$ cat src/rtl/instr_fetch.sv
// instr_fetch: owns the PC, issues REQ/GNT fetches and buffers words in a prefetch FIFO for decode.
// Optional FETCH_MISALIGN_TRAP_EN: a misaligned redirect target parks the unit in FAULT instead of aligning it.
module instr_fetch #(
  parameter logic [31:0] RESET_PC = 32'h0000_0000,
  parameter int DEPTH = 2
) (
  input  logic        i_CLK,
  input  logic        i_RSTn,
  output logic        o_INSTR_REQ,
  output logic [31:0] o_INSTR_ADDR,
  input  logic        i_INSTR_GNT,
  input  logic [31:0] i_INSTR_RDATA,
  output logic        o_IR_VALID,
  output logic [31:0] o_IR,
  output logic [31:0] o_IR_PC,
  input  logic        i_IR_READY,
  input  logic        i_REDIRECT,
  input  logic [31:0] i_REDIRECT_PC,
  output logic        o_FETCH_FAULT
);
  localparam int AW = $clog2(DEPTH);
  localparam int CW = AW + 1;
  typedef enum logic [1:0] {RUN, WAIT, FAULT} state_t;
  state_t state, state_n;
  logic [31:0] fpc, fpc_n, rpc, rpc_n, tgt;
  logic killed, killed_n, tgt_bad, rpc_bad, req, req_n, flt, flt_n, gnt, push, pop;
  logic [CW-1:0] count, count_n;
  logic [AW-1:0] rd_ptr, wr_ptr;
  logic [31:0] mem_ir [DEPTH];
  logic [31:0] mem_pc [DEPTH];
  assign req = state == WAIT;
  assign flt = state == FAULT;
`ifdef FETCH_MISALIGN_TRAP_EN
  assign tgt = i_REDIRECT_PC;
  assign tgt_bad = |i_REDIRECT_PC[1:0];
  assign rpc_bad = |rpc[1:0];
  assign o_FETCH_FAULT = flt;
`else
  assign tgt = i_REDIRECT_PC & ~32'h3;
  assign tgt_bad = 1'b0;
  assign rpc_bad = 1'b0;
  assign o_FETCH_FAULT = 1'b0;
`endif
  assign gnt = i_INSTR_GNT & req;
  assign push = gnt & ~killed & ~i_REDIRECT;
  assign pop = o_IR_VALID & i_IR_READY & ~i_REDIRECT;
  assign o_INSTR_REQ = req;
  assign o_INSTR_ADDR = fpc;
  assign o_IR_VALID = count != '0;
  assign o_IR = o_IR_VALID ? mem_ir[rd_ptr] : '0;
  assign o_IR_PC = o_IR_VALID ? mem_pc[rd_ptr] : '0;
  // A redirect during an outstanding request defers the PC load to that request's grant.
  always_comb begin
    count_n = i_REDIRECT ? '0 : count + CW'(push) - CW'(pop);
    fpc_n = gnt ? fpc + 32'd4 : fpc;
    rpc_n = rpc;
    killed_n = killed & ~gnt;
    flt_n = flt;
    if (gnt && killed) begin
      flt_n = rpc_bad;
      fpc_n = rpc_bad ? fpc : rpc;
    end
    if (i_REDIRECT && req && !gnt) begin
      killed_n = 1'b1;
      rpc_n = tgt;
    end else if (i_REDIRECT) begin
      flt_n = tgt_bad;
      fpc_n = tgt_bad ? fpc_n : tgt;
    end
    req_n = (req & ~gnt) | (~flt_n & (count_n < CW'(DEPTH)));
    state_n = flt_n ? FAULT : req_n ? WAIT : RUN;
  end
  always_ff @(posedge i_CLK) begin
    if (!i_RSTn) begin
      state <= RUN;
      fpc <= RESET_PC;
      rpc <= '0;
      killed <= 1'b0;
      count <= '0;
      rd_ptr <= '0;
      wr_ptr <= '0;
    end else begin
      state <= state_n;
      fpc <= fpc_n;
      rpc <= rpc_n;
      killed <= killed_n;
      count <= count_n;
      rd_ptr <= i_REDIRECT ? '0 : rd_ptr + AW'(pop);
      wr_ptr <= i_REDIRECT ? '0 : wr_ptr + AW'(push);
    end
  end
  always_ff @(posedge i_CLK) begin
    if (push) begin
      mem_ir[wr_ptr] <= i_INSTR_RDATA;
      mem_pc[wr_ptr] <= fpc;
    end
  end
endmodule

$ cat config.mk
export PLATFORM = sky130hd
export DESIGN_NAME = instr_fetch
export DESIGN_NICKNAME = d
export VERILOG_FILES = /design/src/rtl/instr_fetch.sv
export SDC_FILE = /design/constraint.sdc
export NUM_CORES = 1
export LEC_CHECK = 0
export CAP_MARGIN = 40
export CORE_MARGIN = 2
export CORE_UTILIZATION = 40
export DETAILED_ROUTE_END_ITERATION = 12
export GPL_TIMING_DRIVEN = 0
export PLACE_DENSITY = 0.64
export SKIP_CTS_REPAIR_TIMING = 1
export SYNTH_ARGS = -nofsm -noshare
export SYNTH_HDL_FRONTEND = slang
export SYNTH_SLANG_ARGS = --single-unit
$ cat constraint.sdc
create_clock -name i_CLK -period 7 [get_ports i_CLK]
set_input_delay 1.4 -clock i_CLK [delete_from_list [all_inputs] [get_ports i_CLK]]
set_output_delay 1.4 -clock i_CLK [all_outputs]
set_load 0.1 [all_outputs]
# Word level (Yosys, flattened, before mapping)

Memory sizes are Yosys's and may differ from the RTL's. A register that Yosys moved wholly into a read port is not among the register bits.
Cells that the tools add are included.

$add $sub $neg: 5
Magnitude comparators: 1
Equal/unequal tests: 2
Muxes and demuxes: 17
Bitwise logic cells: 14
Reduce and logical (&&, ||, !) cells: 7

Operators with widths:

| kind                                                             | count |
|---|---|
| 32-bit two-way mux                                               | 6 |
| 32-bit by 3-bit adder with 32-bit output (second input constant) | 1 |
| 1-bit two-way mux                                                | 9 |
| 1-bit AND                                                        | 8 |
| 1-bit NOT                                                        | 5 |
| 2-bit two-way mux                                                | 2 |
| 2-bit OR reduction                                               | 2 |
| 1-bit logical AND                                                | 3 |
| 1-bit adder                                                      | 2 |
| 2-bit by 1-bit adder with 2-bit output                           | 1 |
| 2-bit by 1-bit == test with 1-bit output (second input constant) | 1 |
| 2-bit == test (second input constant)                            | 1 |
| 2-bit < comparator (second input constant)                       | 1 |
| 2-bit nonzero test                                               | 1 |
| 2-bit by 1-bit subtractor with 2-bit output                      | 1 |
| 1-bit logical NOT                                                | 1 |
| 1-bit bitwise OR                                                 | 1 |

Register bits: 69
Bits in writable memories: 128
Bits of input ports: 69
Output and inout port bits: 99
Logic and storage cells: 56
Memories: 2

Memories:

| name   | depth | bits a word | rd ports | clocked after memory_dff | write ports | line | text |
|---|---|---|---|---|---|---|---|
| mem_ir | 2     | 32          | 1        | 1                        | 1           | 29   | `logic [31:0] mem_ir [DEPTH];` |
| mem_pc | 2     | 32          | 1        | 1                        | 1           | 30   | `logic [31:0] mem_pc [DEPTH];` |

# Longest topological paths before layout

Gate-level depths: netlist (run 1).

Depth after elaboration: 12
Gate-level depth with buffers: 11
Gate-level depth less buffers: 11

# Least setup slack after synthesis (run 1)

OpenSTA, ideal clock, no wires.

Path kind: input to register
From: in i_INSTR_GNT
To: mem mem_ir[1][0], enable pin
Setup time: 429 ps
Arrival time: 3407 ps
Required time: 6571 ps
Slack: 3164 ps
Cell stages on the path: 3
Buffers on the path: 0
Cells stage by stage: nand3b_4 > nor3_1 > ha_1

Cells in the longest elaborated chain, start to end: 5

Ends and longest elaborated chain:

| what                                    | line | text |
|---|---|---|
| start, declared                         | 11   | `input logic i_INSTR_GNT,` |
| 1-bit AND                               | 44   | `assign gnt = i_INSTR_GNT & req;` |
| 1-bit AND (2 in a row)                  | 45   | `assign push = gnt & ~killed & ~i_REDIRECT;` |
| 1-bit two-way mux                       | 93   | `if (push) begin` |
| 1-bit two-way mux (not written as such) | 94   | `mem_ir[wr_ptr] <= i_INSTR_RDATA;` |
| end, declared                           | 29   |  |

No other way between the ends.

==> reports/results.txt, run 1 <==
gr ovfl total - 0
std cell rows - 52
P_sw - 0.000733 W
FFs w/ async S/R, synth - 0
input/output buffers - 163
DR vias - 6,199
flops & latches, synth - 197
WL per Instance - 17.0 um
layout cell share with drive strength beyond 1 - 0.154
die area - 21,500 um2
TritonCTS Buffers - 17
Yosys cell types - 55
Synth warnings - 0
Max Cap Viol - 0
Iteration-0 DRC Markers - 436
Peak supply drop - 0.000148 V
clock buffer depth - 2
pin slew with the least headroom to its limit - 0.793 ns
number of global-route vias before repair - 6,091
Setup Crit Path Kind - reg -> out
power per cell area - 211 nW/um2
drc violations - 0
skew final - 0.0133 ns
CP max stage delay - 0.63 ns
gpl congestion - 0.831
core area - 20,100 um2
Hold Path Class - reg -> reg
crit-path max FO - 10
RSZ-0062 raised after global routing - no
Mapped Avg Cell Area - 11.9 um2
CP arrival - 2.85 ns
via/cell ratio - 4.95
top_reg_cell synth - edfxtp_1
Critical Path Source - rd_ptr
I/O pin count - 168
root buffer cell - clkbuf_16
critical path launch point type - flip-flop
relative slew slack - 0.467
largest net degree at the start of global routing - 50
DR pass1 iterations - 5
setup TNS after final layout - 0 ns
Clk Latency, worst-skew pair - 0.43 ns
Worst Setup End Kind - output pin
fin nets - 1,043
RR Startpoint - killed
Net Sw Frac - 0.278
final worst path period share - 0.607
CTS tree - built
crit-path leading delay family - buffers and inverters
Required @ worst endpoint - 5.60 ns
Placed Cells - 1,220
Ant. Diodes - 0
P&R area growth vs syn - 53.6%
mapped cell area - 8150 um2
Total Routing Usage GR - 0.203
final slew viol count - 0
crit path time final - 4.25 ns
final hold viol count - 0
clock-pin slew on the worst setup and hold paths - 0.07 ns
Sinks on Clock Net - 197
CP cell instances - buf_2 -> buf_1 -> mux2i_1 -> nor2_1 -> clkdlybuf4s50_1 -> buf_8
status - finished, final reports clean
Seq pwr share - 0.496
Final ANT Viol Nets - 0
Die Ht - 147 um
first-pass GRT wire length - 33,600 um
Slowest cell on crit path - buf_1
syn nets - 761
post-route insts no fill - 1,252
dpl hpwl - 15,700 um
Hold Startpoint - rpc[14]
Post-synth EDFFs - 128
initial core utilization - 0.405
WL final - 21,200 um
cell count after synthesis - 687
leakage power - 4.28 nW
sequential share of the synthesized area - 0.641
fmax - 235 MHz
final count of negative-setup-slack endpoints - 0
initial antenna violation count - 0
part of the power in combinational logic - 0.161
Clk network pwr share - 0.343
die width - 147 um
Internal - 0.00190 W
H-tree depth - 4
CP bufs+invs - 4
## synth_stat cells, types with 9 or more instances
cell / instances / area share
edfxtp_1: 128 / 0.47
nor2_1: 85 / 0.039
nand2_1: 84 / 0.039
dfxtp_1: 69 / 0.17
mux2i_1: 66 / 0.081
a21oi_1: 46 / 0.028
clkbuf_1: 21 / 0.0097
nand3_1: 18 / 0.011
xor2_1: 14 / 0.015
nand4_1: 13 / 0.010
inv_1: 11 / 0.0051
buf_1: 10 / 0.0046
xnor2_1: 10 / 0.011
o22ai_1: 9 / 0.0069
## layer usage
metal,GRT usage,part of all wire,up-vias
met2,0.346,0.50,178
li1,-,-,3055
met3,0.0332,0.043,29
met1,0.266,0.44,2937
met5,0,0,-
met4,0.0617,0.019,0
## through the flow
stage / worst slack, ns / utilization / hold WS (ns) / cell area (um2) / total power (W)
after floorplan: 3.16 / - / 0.431 / 8150 / 0.00155
after global placement: 1.41 / 0.503 / 0.441 / 10100 / 0.00167
after detailed placement: 3.11 / 0.595 / 0.441 / 12000 / 0.00176
after CTS: 2.64 / 0.623 / 0.452 / 12500 / 0.00266
after global routing: 2.53 / 0.623 / 0.469 / 12500 / 0.00272
final: 2.75 / 0.623 / 0.454 / 12500 / 0.00263
## worst reg2reg max path: stages (launching register included)
cell and delay (ns):
dfxtp_1 0.30, clkbuf_1 0.21, buf_1 0.32, nor3_1 0.67, ha_4 0.42, buf_16 0.31
## registers in the layout (all words and copies together) (netlist names), 2 cells and up
register      cells
mem_ir           64
mem_pc           64
o_INSTR_ADDR     32
rpc              30
count             2
state             2
## cells in the final DEF (no fill, tap or decap), types with 3 or more instances in the layout
cell type / instances
a21oi_1: 46
a22oi_1: 8
a31oi_1: 4
and2_1: 3
and3_1: 8
and4_1: 3
buf_1: 10
buf_16: 26
buf_2: 6
buf_8: 74
clkbuf_1: 21
clkbuf_16: 17
clkdlybuf4s50_1: 163
clkinvlp_4: 3
dfxtp_1: 69
edfxtp_1: 128
ha_1: 3
inv_1: 11
inv_6: 5
mux2i_1: 66
nand2_1: 84
nand3_1: 18
nand4_1: 13
nor2_1: 85
nor2b_1: 5
nor3_1: 7
o211ai_1: 4
o21ai_0: 8
o221ai_1: 8
o22ai_1: 9
o31ai_1: 3
xnor2_1: 10
xor2_1: 14
## final timing paths
check,endpoint,slack [ns],cells past startpoint
max,o_IR[12],2.75,6
min,rpc[14],0.45,2
max reg2reg,mem_ir[0][20],4.43,5
min reg2reg,rpc[14],0.45,2
## power by group through the flow
stage               clock network, W  logic (W)  registers (W)
floorplan                          0   0.000140        0.00141
global placement                   0   0.000342        0.00133
detailed placement                 0   0.000426        0.00133
CTS                         0.000923   0.000427        0.00131
global route                0.000968   0.000444        0.00131
finish                      0.000904   0.000425        0.00131
## layout make-up
type / count / area, um2
multi-input cells: 440 / 2750
inverters: 12 / 45.0
clock buffers: 17 / 425
flip-flops and latches: 197 / 5230
fillers: 1542 / 7590
clock inverters: 15 / 120
repair buffers: 263 / 3460
well taps: 270 / 338
plain buffers: 38 / 154
## logic make-up after synthesis
family,Yosys count,synth area share
simple gates,241,0.139
flops,197,0.641
compound gates,102,0.0789
mux,67,0.0824
buf+inv,50,0.0244
xor+xnor,24,0.0258
fa+ha+maj,5,0.00768
other cells,1,0.000460
(Power assumes the default switching activity.)
==> run 2: changes to the inputs <==
==> constraint.sdc (replaced) <==
create_clock -name i_CLK -period 4 [get_ports i_CLK]
set_input_delay 0.8 -clock i_CLK [delete_from_list [all_inputs] [get_ports i_CLK]]
set_output_delay 0.8 -clock i_CLK [all_outputs]
set_load 0.1 [all_outputs]
==> results of run 2 <==
Same layout as run 1 (identical final DEF). Status: finished, final reports clean.
Among the figures that moved: setup slack after placement 3.11 ns -> 0.708 ns; setup slack after layout 2.75 ns -> 0.352 ns; register-to-register setup slack 4.43 ns -> 1.43 ns; total power 0.00263 W -> 0.00461 W; worst IR drop on VDD 0.000148 V -> 0.000259 V
